[src/rtl/free_list_if.sv]
// free_list_if: dispatch/retire/rollback bundle between the pipeline and the physical-register free list
//   master: pipeline side (drives enables, destinations, retired tags, rollback pointer)
//   slave : free list side (returns new tags, head pointer, valid and free count)
interface free_list_if #(
  parameter int NUM_PR    = 64,
  parameter int NUM_FL    = NUM_PR - 32,
  parameter int NUM_SUPER = 2
);
  localparam int TW = $clog2(NUM_PR);
  localparam int PW = $clog2(NUM_FL) + 1;
  logic                          en;
  logic                          dispatch_en;
  logic [NUM_SUPER-1:0][4:0]     dest_idx;
  logic [NUM_SUPER-1:0]          retire_en;
  logic [NUM_SUPER-1:0][4:0]     retire_dest_idx;
  logic [NUM_SUPER-1:0][TW-1:0]  Told_idx;
  logic                          rollback_en;
  logic [PW-1:0]                 rollback_head;
  logic [NUM_SUPER-1:0][TW-1:0]  T_idx;
  logic [PW-1:0]                 FL_head;
  logic                          FL_valid;
  logic [PW-1:0]                 free_count;
  modport master (
    output en, dispatch_en, dest_idx, retire_en, retire_dest_idx, Told_idx, rollback_en, rollback_head,
    input  T_idx, FL_head, FL_valid, free_count
  );
  modport slave (
    input  en, dispatch_en, dest_idx, retire_en, retire_dest_idx, Told_idx, rollback_en, rollback_head,
    output T_idx, FL_head, FL_valid, free_count
  );
endinterface

[src/rtl/free_list.sv]
// free_list: two-wide circular physical-register free list with checkpoint rollback
//   clock, reset : rising-edge clock, synchronous active-high reset
//   fl (slave)   : en/dispatch_en/dest_idx pop tags into T_idx when FL_valid;
//                  retire_en/retire_dest_idx/Told_idx push reclaimed tags;
//                  rollback_en/rollback_head restore the head pointer;
//                  FL_head and free_count expose the pointer state
module free_list #(
  parameter int NUM_PR    = 64,
  parameter int NUM_FL    = NUM_PR - 32,
  parameter int NUM_SUPER = 2,
  parameter int ZERO_PR   = 31,
  parameter int ZERO_REG  = 31
) (
  input logic       clock,
  input logic       reset,
  free_list_if.slave fl
);
  localparam int TW = $clog2(NUM_PR);
  localparam int IW = $clog2(NUM_FL);
  localparam int PW = IW + 1;
  logic [TW-1:0]        entry [NUM_FL];
  logic [PW-1:0]        head, tail, head1, tail1, need, pushes, free_count;
  logic [NUM_SUPER-1:0] need_v, push_v;
  logic [TW-1:0]        h0, h1;
  logic                 pop;
  logic [PW:0]          fill_next;
  always_comb begin
    need_v = '0;
    push_v = '0;
    for (int i = 0; i < NUM_SUPER; i++) begin
      need_v[i] = fl.dest_idx[i] != 5'(ZERO_REG);
      push_v[i] = fl.retire_en[i] && fl.retire_dest_idx[i] != 5'(ZERO_REG) && fl.Told_idx[i] != TW'(ZERO_PR);
    end
  end
  assign need       = PW'(need_v[0]) + PW'(need_v[1]);
  assign pushes     = PW'(push_v[0]) + PW'(push_v[1]);
  assign free_count = tail - head;
  assign head1      = head + PW'(1);
  // second retired tag lands right after the first one actually pushed
  assign tail1      = push_v[0] ? tail + PW'(1) : tail;
  assign h0         = entry[head[IW-1:0]];
  assign h1         = entry[head1[IW-1:0]];
  // slot 1 takes the head tag when slot 0 writes the zero register
  assign fl.T_idx[0]   = need_v[0] ? h0 : TW'(ZERO_PR);
  assign fl.T_idx[1]   = need_v[1] ? (need_v[0] ? h1 : h0) : TW'(ZERO_PR);
  assign fl.FL_valid   = free_count >= need && !fl.rollback_en;
  assign fl.FL_head    = head;
  assign fl.free_count = free_count;
  assign pop           = fl.en && fl.dispatch_en && fl.FL_valid;
  assign fill_next     = {1'b0, free_count} + {1'b0, pushes} - (pop ? {1'b0, need} : '0);
  always_ff @(posedge clock) begin
    if (reset) begin
      head <= '0;
      tail <= PW'(NUM_FL);
      for (int i = 0; i < NUM_FL; i++) entry[i] <= TW'(NUM_PR - NUM_FL + i);
    end else if (fl.en) begin
      assert (fl.rollback_en || fill_next <= (PW+1)'(NUM_FL));
      head <= fl.rollback_en ? fl.rollback_head : pop ? head + need : head;
      tail <= tail + pushes;
      if (push_v[0]) entry[tail[IW-1:0]] <= fl.Told_idx[0];
      if (push_v[1]) entry[tail1[IW-1:0]] <= fl.Told_idx[1];
    end
  end
endmodule

[src/flat_wrapper.sv]
// flat-port wrapper written by rule: the top's interface ports become plain ports
module free_list_flat 
#(
  parameter int NUM_PR    = 64,
  parameter int NUM_FL    = NUM_PR - 32,
  parameter int NUM_SUPER = 2,
  parameter int ZERO_PR   = 31,
  parameter int ZERO_REG  = 31
)
  (clock, reset, fl_en, fl_dispatch_en, fl_dest_idx, fl_retire_en, fl_retire_dest_idx, fl_Told_idx, fl_rollback_en, fl_rollback_head, fl_T_idx, fl_FL_head, fl_FL_valid, fl_free_count);
  free_list_if #(.NUM_PR(NUM_PR), .NUM_FL(NUM_FL), .NUM_SUPER(NUM_SUPER)) fl_i ();
  input logic clock;
  input logic reset;
  input wire logic [$bits(fl_i.en)-1:0] fl_en;
  input wire logic [$bits(fl_i.dispatch_en)-1:0] fl_dispatch_en;
  input wire logic [$bits(fl_i.dest_idx)-1:0] fl_dest_idx;
  input wire logic [$bits(fl_i.retire_en)-1:0] fl_retire_en;
  input wire logic [$bits(fl_i.retire_dest_idx)-1:0] fl_retire_dest_idx;
  input wire logic [$bits(fl_i.Told_idx)-1:0] fl_Told_idx;
  input wire logic [$bits(fl_i.rollback_en)-1:0] fl_rollback_en;
  input wire logic [$bits(fl_i.rollback_head)-1:0] fl_rollback_head;
  output wire logic [$bits(fl_i.T_idx)-1:0] fl_T_idx;
  output wire logic [$bits(fl_i.FL_head)-1:0] fl_FL_head;
  output wire logic [$bits(fl_i.FL_valid)-1:0] fl_FL_valid;
  output wire logic [$bits(fl_i.free_count)-1:0] fl_free_count;
  assign fl_i.en = fl_en;
  assign fl_i.dispatch_en = fl_dispatch_en;
  assign fl_i.dest_idx = fl_dest_idx;
  assign fl_i.retire_en = fl_retire_en;
  assign fl_i.retire_dest_idx = fl_retire_dest_idx;
  assign fl_i.Told_idx = fl_Told_idx;
  assign fl_i.rollback_en = fl_rollback_en;
  assign fl_i.rollback_head = fl_rollback_head;
  assign fl_T_idx = fl_i.T_idx;
  assign fl_FL_head = fl_i.FL_head;
  assign fl_FL_valid = fl_i.FL_valid;
  assign fl_free_count = fl_i.free_count;
  free_list #(.NUM_PR(NUM_PR), .NUM_FL(NUM_FL), .NUM_SUPER(NUM_SUPER), .ZERO_PR(ZERO_PR), .ZERO_REG(ZERO_REG)) u_core (.clock(clock), .reset(reset), .fl(fl_i));
endmodule
[config.mk]
export PLATFORM = sky130hd
export DESIGN_NAME = free_list_flat
export DESIGN_NICKNAME = d
export VERILOG_FILES = /design/src/rtl/free_list_if.sv /design/src/rtl/free_list.sv /design/src/flat_wrapper.sv
export SDC_FILE = /design/constraint.sdc
export NUM_CORES = 1
export LEC_CHECK = 0
export ABC_AREA = 1
export CORE_MARGIN = 3
export CORE_UTILIZATION = 40
export CTS_CLUSTER_DIAMETER = 60
export CTS_CLUSTER_SIZE = 24
export DETAILED_ROUTE_END_ITERATION = 12
export HOLD_SLACK_MARGIN = 0.08
export SLEW_MARGIN = 10
export SYNTH_ARGS = -nofsm -noshare
export SYNTH_HDL_FRONTEND = slang
export SYNTH_SLANG_ARGS = --single-unit
[constraint.sdc]
create_clock -name clock -period 4.1 [get_ports clock]
set_input_delay 0.82 -clock clock [delete_from_list [all_inputs] [get_ports clock]]
set_output_delay 0.82 -clock clock [all_outputs]
set_load 0.005 [all_outputs]
# After elaboration in Yosys (flattened, before gate mapping)
# Memory sizes are Yosys's and may differ from the RTL's. A register that Yosys moved wholly into a read port is not among the register bits.
# Index checks and enable logic that the tools add are counted.
# op_classes
add_sub_neg	7
magnitude_cmp	1
n_eq_ne	6
n_mux	24
n_reduce_logical	12
# op_table
op	n
6-bit 2-to-1 mux	7
5-bit 2-to-1 mux	5
5-bit != test (second input constant)	4
6-bit by 2-bit adder with 6-bit output	2
1-bit 2-to-1 mux	12
6-bit by 5-bit != test with 1-bit output (second input constant)	2
6-bit OR reduction	2
5-bit by 1-bit adder with 5-bit output (second input constant)	2
1-bit logical AND	7
6-bit greater-or-equal comparator	1
6-bit subtractor	1
1-bit by 1-bit adder with 2-bit output	2
2-bit AND reduction	1
2-bit nonzero test	1
1-bit logical NOT	1
# totals
ff_bits	12
ramBits	192
input_bits	45
out_inout_bits	25
n_memories	1
# memory_table
memory	depth	width	rd	rd_clocked_by_memory_dff	wr	line	source
u_core.entry	32	6	2	1	32	free_list.sv:21	logic [TW-1:0] entry [NUM_FL];

# Longest topological paths before layout
# logic_depth
ltp_word	9
ltp_mapped	18
mapped_depth_nobuf	16

# Worst setup path after synthesis
# OpenSTA, ideal clock, no wires.
# synth_timing
path_kind	input port to output port
from	input fl_dest_idx[3]
to	output fl_FL_valid
t_arrival_ns	2.652
t_required_ns	3.280
path_slack_ns	0.628
path_stages	11
path_buffers	2
cell_sequence	and3_1 -> and3_1 -> clkbuf_1 -> inv_1 -> clkbuf_1 -> ha_1 -> ha_1 -> o21ai_0 -> nand3_1 -> nor2_1 -> a31oi_1
# synth_via
elab_chain_len	4
# synth_rtl
element	line	source
start: declaration	flat_wrapper.sv:16	input wire logic [$bits(fl_i.dest_idx)-1:0] fl_dest_idx;
5-bit != test	free_list.sv:31	need_v[i] = fl.dest_idx[i] != 5'(ZERO_REG);
1-bit by 1-bit adder with 2-bit output	free_list.sv:35	assign need = PW'(need_v[0]) + PW'(need_v[1]);
6-bit greater-or-equal comparator	free_list.sv:46	assign fl.FL_valid = free_count >= need && !fl.rollback_en;
1-bit logical AND	free_list.sv:46	
end: declaration	flat_wrapper.sv:24	output wire logic [$bits(fl_i.FL_valid)-1:0] fl_FL_valid;
# Every way passes these cells.

# Final worst setup path
# layout_timing
from	register u_core.head[0], in the netlist u_core.fl.FL_head[0]
to	output fl_T_idx[6]
# layout_via
elab_chain_len	4
# layout_rtl
element	line	source
start: declaration	free_list.sv:22	logic [PW-1:0] head, tail, head1, tail1, need, pushes, free_count;
start signal: assignment	free_list.sv:58	head <= fl.rollback_en ? fl.rollback_head : pop ? head + need : head;
5-bit by 1-bit adder with 5-bit output	free_list.sv:38	assign head1 = head + PW'(1);
memory read 32 x 6 bit	--	
6-bit 2-to-1 mux (2 in a row)	free_list.sv:45	assign fl.T_idx[1] = need_v[1] ? (need_v[0] ? h1 : h0) : TW'(ZERO_PR);
end: declaration	flat_wrapper.sv:22	output wire logic [$bits(fl_i.T_idx)-1:0] fl_T_idx;
# Every way passes these cells.

==> flow_metrics.py <==
metrics = {
    "outcome": {
        "status": "completed",
    },
    "clocking": {
        "cts_root_buf": "clkbuf_16",
        "clk_pin_slew_ps": 70,
        "htree_num_levels": 1,
        "cts_tree": "built",
        "cts.sinks": 209,
        "clk_path_buf_depth": 3,
        "cts_hold_repair.buffers": 0,
        "worstSkewPairLatency_ps": 540,
        "numCtsBuffers": 21,
    },
    "sta": {
        "fin_skew_ps": 29.0,
        "drv_slew": 0,
        "hold_violations": 0,
        "finalSetupTns_ps": 0,
        "max_freq_ghz": 0.254,
        "tightest_slew_ps": 999,
        "slew_headroom_pct": 33.4,
        "min_period_ps": 3940,
        "whs_ps": 541,
        "report.final.setup_viol": 0,
        "period_share_pct": 96.1,
        "rsz0062_at_grt": "false",
    },
    "critical_path": {
        "startpoint_type": "flop",
        "cp_top_family": "buffers and inverters",
        "cp.arrival_ps": 3120,
        "worstSetupPathType": "flop to output pin",
        "critPathCaptureType": "output pin",
        "path_cells": "ha_2 > buf_12 > o21ai_0 > o21ai_0 > nand2_1 > nand3_1 > nand2_1 > nand2_1 > nand3_1 > nand3_1 > clkdlybuf4s50_1",
        "crit_required_ps": 3280,
        "crit_buf_inv": 2,
        "path_max_fanout": 50,
        "rrSetupSlack_ps": 1230,
        "cp_slowest_cell": "clkdlybuf4s50_1",
        "critPathMaxStageDelay_ps": 500,
    },
    "detailed_routing": {
        "routed_via_density": 5.81,
        "wl_met1_mm": 22.2,
        "ant_nets": 0,
        "highest_layer": "met4",
        "wl_per_cell_um": 21.1,
        "met2_length_mm": 25.7,
        "drc": 0,
        "dr.pass1.iters": 8,
        "routed_wl_mm": 56.4,
        "dr_total_vias": 15500,
        "dr_wl_met3_mm": 6.13,
        "drt-initial-drc-count": 1755,
    },
    "min_path": {
        "hold_path.class": "flop to flop",
    },
    "yosys": {
        "async_reset_ff_share_pct": 0,
        "yosysTopAreaCell": "edfxtp_1",
        "synth_top_area_share_pct": 37.6,
        "netlist_area_sq_um": 15300,
        "yosysMostFrequentCell": "nand2_1",
        "synth_ff_type": "edfxtp_1",
        "synth_nets": 2230,
        "ys_seq_area_share_pct": 39.8,
        "synth_commonest_cells": "492 x nand2_1, 283 x o21ai_0, 237 x nor2_1",
        "ys_seq_elements": 209,
        "avgSynthCellArea_sq_um": 7.08,
        "synth_cell_types": 40,
        "synth_cells": 2165,
        "synth_edf_count": 192,
        "yosysWarnings": 0,
        "synth_top_cells_by_area": "edfxtp_1 38%, nand2_1 12%, o21ai_0 9.2%, nand3_1 6.1%, nor2_1 5.8%",
    },
    "placement": {
        "portBuffers": 69,
        "dpl_cell_area_sq_um": 16400,
        "dp_hpwl_mm": 37.2,
        "gp_congestion": 0.931,
    },
    "floorplan": {
        "die_h_um": 202,
        "die_area_sq_um": 40700,
        "rows": 71,
        "start_util_pct": 40.6,
        "die_w_um": 202,
        "io_pins": 70,
        "core_area_sq_um": 37800,
    },
    "global_route": {
        "grt_start_max_net_pins": 84,
        "grt_use_total_pct": 26.7,
        "grt_pass1_wl_mm": 85.0,
        "grt_pass1_vias": 14300,
        "gr-total-overflow": 0,
        "antenna_found_initial": 0,
    },
    "finish": {
        "area_growth_pct": 12.1,
        "n_fill_cell": 3807,
        "drive_above_1_share_pct": 7.32,
        "antenna_cells": 0,
        "nets": 2210,
        "finish.instance_area_sq_um": 17200,
    },
    "pwr": {
        "cellLeakagePower_nw": 6.71,
        "ir_drop_mv": 0.244,
        "powerDensity_nw_per_um2": 345,
    },
    "job": {
        "cap_violations": 0,
    },
}
stage by stage:
step                worst slack [ps]  total power [mW]  instances  util [%]
floorplan                        628              3.34       2165         -
global placement                18.4              3.89       2632      43.5
detailed placement              52.8              3.91       2632      43.5
CTS                             25.2              5.90       2669      45.4
global route                    34.8              6.16       2670      45.5
finish                           162              5.93       2670      45.5
flip-flops by register name (all words and copies together) (netlist names), named ones only:
| register | count |
|---|---|
| u_core.entry | 192 |
| u_core.fl.FL_head | 6 |
| u_core.tail | 6 |
layer usage:
| metal | vias up | global-route usage (%) |
|---|---|---|
| met3 | 176 | 4.98 |
| met1 | 7127 | 35.6 |
| met4 | 0 | 10.4 |
| li1 | 7306 | - |
| met5 | - | 0 |
| met2 | 900 | 43.3 |
power breakdown:
| group | internal, mW | total, mW | switching [mW] |
|---|---|---|---|
| sequential | 2.37 | 2.42 | 0.0541 |
| combinational | 0.489 | 1.48 | 0.995 |
| clock | 1.03 | 2.02 | 0.996 |
repair_timing:
item	4_1_cts	5_1_grt
setup endpoints to repair	6	7
resized for setup	1	9
setup buffers	0	1
worst register-to-register path, stage by stage, from the launching register on:
cell and delay (ps):
dfxtp_1 420, inv_1 210, ha_1 280, fa_1 480, inv_1 50, ha_1 280
o21ai_1 70, nand3_1 100, nor2_2 140, nand3_1 80, nand2_1 80, nand2_1 120
nand2_1 230, nand2_1 90, nand2_1 110, nor2_1 40
cell usage in the layout, fill, tap and decap left out, types with 16 or more instances in the layout:
master           instances
inv_1                  184
clkdlybuf4s50_1         68
nand2_1                492
clkbuf_16               21
nor2_1                 236
o21ai_1                 18
edfxtp_1               192
ha_1                    16
nand3_1                187
nand3_2                 23
a21oi_1                156
nand4_1                113
o21ai_0                282
buf_4                   48
cell type report:
cell class	instances	area (sq um)	share of cell area (%)
inverters	189	713	4.15
clock buffers	22	539	3.14
flip-flops and latches	209	6120	35.6
clock inverters	15	169	0.983
well taps	511	639	3.72
multi-input cells	1595	7740	45.0
repair buffers	129	1280	7.42
path summary, 6_finish.rpt:
path / startpoint / depth (start not counted) / to
setup / recovery: u_core.fl.FL_head[0] / 11 / fl_T_idx[6]
hold / removal: u_core.tail[5] / 1 / u_core.tail[5]
setup reg to reg: u_core.tail[0] / 15 / flop
hold reg to reg: u_core.tail[5] / 1 / u_core.tail[5]
cells by family (layout without fill, tap and decap cells):
logic type	Yosys count	in the layout	share of synthesized area (%)
AO/OA/AOI/OAI	476	476	15.9
XOR/XNOR	9	9	0.514
adder cells (fa/ha/maj)	20	20	1.78
buffers and inverters	361	355	9.92
flip-flops	209	209	39.8
multiplexers	1	1	0.0653
AND/OR/NAND/NOR	1089	1089	32.0
(Power assumes the default switching activity.)
